$ cat src/rtl/alu_exec_stage.sv
// ALU execute stage: single-cycle ops, iterative signed div/mod,
// registered E/GT flags and an upstream stall while a divide runs.
module alu_exec_stage #(
  parameter int DATA_W = 32
) (
  input  logic              clk,
  input  logic              reset,
  input  logic              valid_ALU,
  input  logic              flush,
  input  logic [DATA_W-1:0] op1_ALU,
  input  logic [DATA_W-1:0] op2_ALU,
  input  logic [12:0]       aluSignals_ALU,
  output logic [DATA_W-1:0] aluResult,
  output logic              result_valid,
  output logic              stall_ALU,
  output logic              flag_E,
  output logic              flag_GT
);

  localparam logic [1:0] S_IDLE = 2'd0;
  localparam logic [1:0] S_CALC = 2'd1;
  localparam logic [1:0] S_DONE = 2'd2;

  logic [1:0]        state;
  logic [4:0]        count;
  logic [DATA_W-1:0] quo;
  logic [DATA_W-1:0] rem;
  logic [DATA_W-1:0] dvs;
  logic              neg_q;
  logic              neg_r;
  logic              is_mod;

  logic              one_hot;
  logic              is_dm;
  logic              is_cmp;
  logic              start;
  logic [DATA_W-1:0] comb_res;
  logic [DATA_W-1:0] abs1;
  logic [DATA_W-1:0] abs2;
  logic [DATA_W:0]   r_sh;
  logic [DATA_W:0]   r_diff;
  logic              r_ge;
  logic [DATA_W-1:0] div_out;

  assign one_hot = $onehot(aluSignals_ALU);
  assign is_dm   = one_hot
                 & (aluSignals_ALU[4] | aluSignals_ALU[5]);
  assign is_cmp  = one_hot & aluSignals_ALU[2];

  // A divide starts only from IDLE with a real, non-zero divisor
  assign start = (state == S_IDLE) & valid_ALU & ~flush
               & is_dm & (op2_ALU != '0);

  // Magnitudes; INT_MIN maps onto unsigned 0x80000000
  assign abs1 = op1_ALU[DATA_W-1] ? -op1_ALU : op1_ALU;
  assign abs2 = op2_ALU[DATA_W-1] ? -op2_ALU : op2_ALU;

  // One restoring step: shift in next dividend bit, try subtract
  assign r_sh   = {rem, quo[DATA_W-1]};
  assign r_diff = r_sh - {1'b0, dvs};
  assign r_ge   = ~r_diff[DATA_W];

  // Sign-corrected divider output
  assign div_out = is_mod ? (neg_r ? -rem : rem)
                          : (neg_q ? -quo : quo);

  // Single-cycle datapath for every op that needs no iteration
  always_comb begin
    comb_res = '0;
    if (one_hot) begin
      unique case (1'b1)
        aluSignals_ALU[0]:  comb_res = op1_ALU + op2_ALU;
        aluSignals_ALU[1]:  comb_res = op1_ALU - op2_ALU;
        aluSignals_ALU[2]:  comb_res = '0;
        aluSignals_ALU[3]:  comb_res = op1_ALU * op2_ALU;
        aluSignals_ALU[4]:  comb_res = '1;
        aluSignals_ALU[5]:  comb_res = op1_ALU;
        aluSignals_ALU[6]:  comb_res = op1_ALU << op2_ALU[4:0];
        aluSignals_ALU[7]:  comb_res = op1_ALU >> op2_ALU[4:0];
        aluSignals_ALU[8]:
          comb_res = $signed(op1_ALU) >>> op2_ALU[4:0];
        aluSignals_ALU[9]:  comb_res = op1_ALU | op2_ALU;
        aluSignals_ALU[10]: comb_res = op1_ALU & op2_ALU;
        aluSignals_ALU[11]: comb_res = ~op2_ALU;
        aluSignals_ALU[12]: comb_res = op2_ALU;
        default:            comb_res = '0;
      endcase
    end
  end

  // Output select; reset and flush silence the stage
  always_comb begin
    aluResult    = '0;
    result_valid = 1'b0;
    stall_ALU    = 1'b0;
    if (!reset && !flush) begin
      unique case (state)
        S_IDLE: begin
          if (start) begin
            stall_ALU = 1'b1;
          end else if (valid_ALU) begin
            result_valid = 1'b1;
            aluResult    = comb_res;
          end
        end
        S_CALC: stall_ALU = 1'b1;
        S_DONE: begin
          result_valid = 1'b1;
          aluResult    = div_out;
        end
        default: ;
      endcase
    end
  end

  // Divider FSM and datapath registers
  always_ff @(posedge clk) begin
    if (reset) begin
      state  <= S_IDLE;
      count  <= '0;
      quo    <= '0;
      rem    <= '0;
      dvs    <= '0;
      neg_q  <= 1'b0;
      neg_r  <= 1'b0;
      is_mod <= 1'b0;
    end else if (flush) begin
      state <= S_IDLE;
    end else begin
      unique case (state)
        S_IDLE: begin
          if (start) begin
            quo    <= abs1;
            rem    <= '0;
            dvs    <= abs2;
            neg_q  <= op1_ALU[DATA_W-1] ^ op2_ALU[DATA_W-1];
            neg_r  <= op1_ALU[DATA_W-1];
            is_mod <= aluSignals_ALU[5];
            count  <= '0;
            state  <= S_CALC;
          end
        end
        S_CALC: begin
          quo   <= {quo[DATA_W-2:0], r_ge};
          rem   <= r_ge ? r_diff[DATA_W-1:0]
                        : r_sh[DATA_W-1:0];
          count <= count + 5'd1;
          if (count == 5'd31) state <= S_DONE;
        end
        S_DONE:  state <= S_IDLE;
        default: state <= S_IDLE;
      endcase
    end
  end

  // Flags follow a committed compare only
  always_ff @(posedge clk) begin
    if (reset) begin
      flag_E  <= 1'b0;
      flag_GT <= 1'b0;
    end else if ((state == S_IDLE) && valid_ALU
                 && !flush && is_cmp) begin
      flag_E  <= (op1_ALU == op2_ALU);
      flag_GT <= ($signed(op1_ALU) > $signed(op2_ALU));
    end
  end

endmodule

$ cat config.mk
export PLATFORM = sky130hd
export DESIGN_NAME = alu_exec_stage
export DESIGN_NICKNAME = d
export VERILOG_FILES = /design/src/rtl/alu_exec_stage.sv
export SDC_FILE = /design/constraint.sdc
export NUM_CORES = 2
export LEC_CHECK = 0
export CORE_MARGIN = 1
export CORE_UTILIZATION = 49
export DETAILED_ROUTE_END_ITERATION = 7
export PLACE_DENSITY = 0.67
export SLEW_MARGIN = 10
export SYNTH_ARGS = -nofsm -noshare
export SYNTH_HDL_FRONTEND = slang
export SYNTH_SLANG_ARGS = --single-unit
export TNS_END_PERCENT = 5
$ cat constraint.sdc
create_clock -name clk -period 15.2 [get_ports clk]
set_input_delay 2.28 -clock clk [delete_from_list [all_inputs] [get_ports clk]]
set_output_delay 2.28 -clock clk [all_outputs]
set_load 0.02 [all_outputs]
==> impl.org <==
** Status
- Run status :: complete, no violations

** Finish
- In the final design database the tool counted 4984 nets.
- Register area :: approximately 0.0022 mm²
- Post-route cell area :: 0.03494 mm²
- Summing all multi-input logic gate instances after layout gives 0.02737 mm².
- Cells with a size suffix above 1 make up approximately 5% of the layout.
- The filler cells instantiated in the layout total 6338.
- Area Growth Syn to Fin :: 6.815%

** Yosys
- The Yosys step of the flow raised 0 warnings.
- Most numerous cell in the Yosys netlist :: sky130_fd_sc_hd__nor2_1
- In this run the biggest area consumer among cell types represents 25.64% of the synthesized area.
- The synthesized netlist occupies a cell area of 0.03272 mm².
- The commonest cells after synthesis are 599 x sky130_fd_sc_hd__nor2_1, 514 x sky130_fd_sc_hd__inv_1, 448 x sky130_fd_sc_hd__nand2_1.
- EDFF count, synth :: 0
- Synthesis produced a netlist with a net count of 5039.
- Cell types with the largest area share after synthesis :: sky130_fd_sc_hd__fa_1 26%, sky130_fd_sc_hd__ha_1 10%, sky130_fd_sc_hd__nor2_1 6.9%
- Mapped Cells :: 4277
- Top flip-flop cell by instance count after synthesis :: sky130_fd_sc_hd__dfxtp_1
- Mean area per synthesized cell :: 7.649 µm²
- Post-synthesis cell type with the largest combined area :: sky130_fd_sc_hd__fa_1
- The share of the Yosys chip area taken by registers is 6.609%.
- The synthesized netlist contains 95 unique library cells.
- Counting flops with an async set or reset pin after synthesis yields a share of 0%.
- The synthesized design contains 108 register bits.

** CTS
- Setup bufs post-CTS :: 0
- Hold buffers post-CTS :: 0
- Clock tree synthesis selected as its root buffer the cell sky130_fd_sc_hd__clkbuf_16.
- Max Buffers Root-to-Sink :: 2
- CTS Sinks :: 108
- CTS tree :: done
- The number of clock buffers added by TritonCTS is 9.
- For the worst-skew pair, the clock arrives at the later sink with an insertion delay of 0.37 ns.
- H-Tree Depth :: 3
- Clock-pin slew was measured on the worst setup and hold paths at 0.07 ns.
- Post-cts repair resize count :: 0

** Critical path
- Critical path capture point type :: output pin
- Maximum fanout along the worst path :: 14
- Crit-path slowest cell :: sky130_fd_sc_hd__clkdlybuf4s50_1
- Max stage delay on crit path :: 0.71 ns
- Together, buffers and inverters on the worst path number 7.
- Type of element launching the critical path :: input pin
- Required time at the endpoint of the critical path :: 12.92 ns
- In this design, the critical path's most frequently occurring cell is sky130_fd_sc_hd__fa_1.
- Arrival time reported for the critical path endpoint :: 11.73 ns
- Category of the most critical setup path :: in2out
- Broken down by cell family, the worst path's largest delay share belongs to adder cells.

** Route
- Number of nets with antenna violations after detailed routing :: 0
- The routed layout has 32900 vias.
- Summed over all layers, the routed wires come to between 100000 and 150000 µm.
- For this block, the initial DRC count from the detailed router was 4365.
- After detailed routing, the number of remaining DRC violations is 0.
- The first detailed-routing pass took 7 iterations.
- Wirelength per Cell :: 28.52 µm
- After detailed routing, the number of vias per cell comes to between 6 and 7.

** STA
- Hold Vio Cnt, Final :: 0
- In the finished design, the share of the clock period the worst path needs comes to 92.15%.
- Setup violations remaining at the end of the flow were counted as 0.
- The max-slew violation count is 0.
- For this run, the top clock speed supported by timing is 71.39 MHz.
- RSZ-0062 raised after global routing :: false
- At the pin with the least slew margin, the transition time is 1.256 ns.
- In this run the tightest slew margin relative to its limit is 16.18%.
- Counting I/O delays and the setup requirement, the final critical path takes between 10 and 15 ns.
- Across the routed clock network, the largest skew measured is 0.009807 ns.
- Setup slack of the critical path after layout :: between 1 and 1.5 ns
- In the final timing run, aggregate negative setup slack is 0 ns.

** Placed design
- RePlAce Congestion :: 1.089
- In this run the tool buffered the top-level ports with 116 buffer cells.
- Pre-CTS WS :: 1.398 ns
- Summed over all nets, the half-perimeter wirelength after detailed placement is approximately 110000 µm.
- Placed Area :: 0.03460 mm²

** Global route
- The first global-routing pass estimated 212000 µm of wire.
- In the global route stage, overall resource usage came out at 42.75%.
- The via count of the first global-routing pass came to 31990.
- Number of antenna violations at the first check in global routing :: 3
- Pin count of the biggest net entering global routing :: 80
- Summed over all layers, the global routing overflow is 0.

** Hold path
- Path type of the worst min-delay path :: reg2reg

** Floorplanning
- Initial Utilization :: 49.67%
- The floorplan has 94 rows.
- Die Area :: 0.06780 mm²
- Die Y :: about 260 µm
- The die is approximately 260 µm wide.
- Area inside the core boundary :: 0.06586 mm²
- Io pins :: 117

** Flow run
- Max-cap violations in this run came to 0.
==> sequential cells by signal (all words and copies together) (netlist names) <==
signal   cells
count        5
quo         32
neg_r        1
rem         32
is_mod       1
state        2
flag_E       1
neg_q        1
dvs         32
flag_GT      1
==> final timing paths <==
kind,from,to,slack (ns),cells after the start
max reg2reg,quo[31],rem[7],10.17,16
min reg2reg,dvs[22],dvs[22],0.46,2
max,op2_ALU[7],aluResult[28],1.19,28
min,dvs[22],dvs[22],0.46,2
==> metrics by stage <==
stage | utilization, % | hold slack, ns | instances
floorplan | - | 0.4319 | 4277
global placement | 52.53 | 0.4400 | 5075
detailed placement | 52.53 | 0.4490 | 5075
CTS | 53.04 | 0.4580 | 5091
global route | 53.04 | 0.4744 | 5091
finish | 53.06 | 0.4563 | 5096
==> routing by layer <==
metal  vias up  global-route usage (%)  part of all wire (%)
met2      2400                   63.34                    42
met1     15870                   54.02                    37
li1      14100                       -                     -
met3       527                   12.82                    13
met4         2                   27.62                   7.6
met5         -                       0                0.0089
==> logic make-up after synthesis <==
logic type      synth area share, %
xor+xnor                      6.903
compound gates                18.24
mux                           5.152
flops                         6.609
buf+inv                       9.860
fa+ha+maj                     35.66
simple gates                  17.58
==> final cells by class <==
| cell class | instances | share of cell area (%) |
|---|---|---|
| Timing Repair Buffer | 227 | 5.621 |
| Inverter | 539 | 5.790 |
| Clock buffer | 10 | 0.6839 |
| Tap cell | 864 | 3.094 |
| Sequential cell | 108 | 6.191 |
| Clock inverter | 6 | 0.2685 |
| Multi-Input combinational cell | 3337 | 78.32 |
| Antenna cell | 5 | 0.03581 |
==> worst register-to-register path: stages (launching register included) <==
cell                        delay (ns)
sky130_fd_sc_hd__dfxtp_1          0.31
sky130_fd_sc_hd__inv_1            0.19
sky130_fd_sc_hd__ha_1             0.22
sky130_fd_sc_hd__inv_1            0.05
sky130_fd_sc_hd__fa_1             0.41
sky130_fd_sc_hd__a21oi_1          0.29
sky130_fd_sc_hd__o211ai_1         0.23
sky130_fd_sc_hd__a2111oi_2        0.82
sky130_fd_sc_hd__o22ai_1          0.28
sky130_fd_sc_hd__nand2b_1         0.18
sky130_fd_sc_hd__a311o_1          0.26
sky130_fd_sc_hd__o21ai_0          0.12
sky130_fd_sc_hd__a21oi_1          0.44
sky130_fd_sc_hd__xnor2_4          0.29
sky130_fd_sc_hd__buf_4            0.42
sky130_fd_sc_hd__mux2i_1          0.28
sky130_fd_sc_hd__o21ai_0          0.08
==> cell usage in the layout, fill, tap and decap left out, drive strengths merged, types with 52 or more instances in the layout <==
| master | instances |
|---|---|
| ha | 262 |
| nor2 | 600 |
| a21oi | 232 |
| fa | 419 |
| dfxtp | 108 |
| o21ai | 247 |
| inv | 523 |
| xor2 | 66 |
| a211oi | 70 |
| buf | 118 |
| xnor2 | 191 |
| o31ai | 52 |
| clkdlybuf4s50 | 109 |
| mux2i | 102 |
| nand2 | 449 |
Power is not shown: default switching activity piles up to over one toggle a cycle in this logic, so the estimate is an artifact.
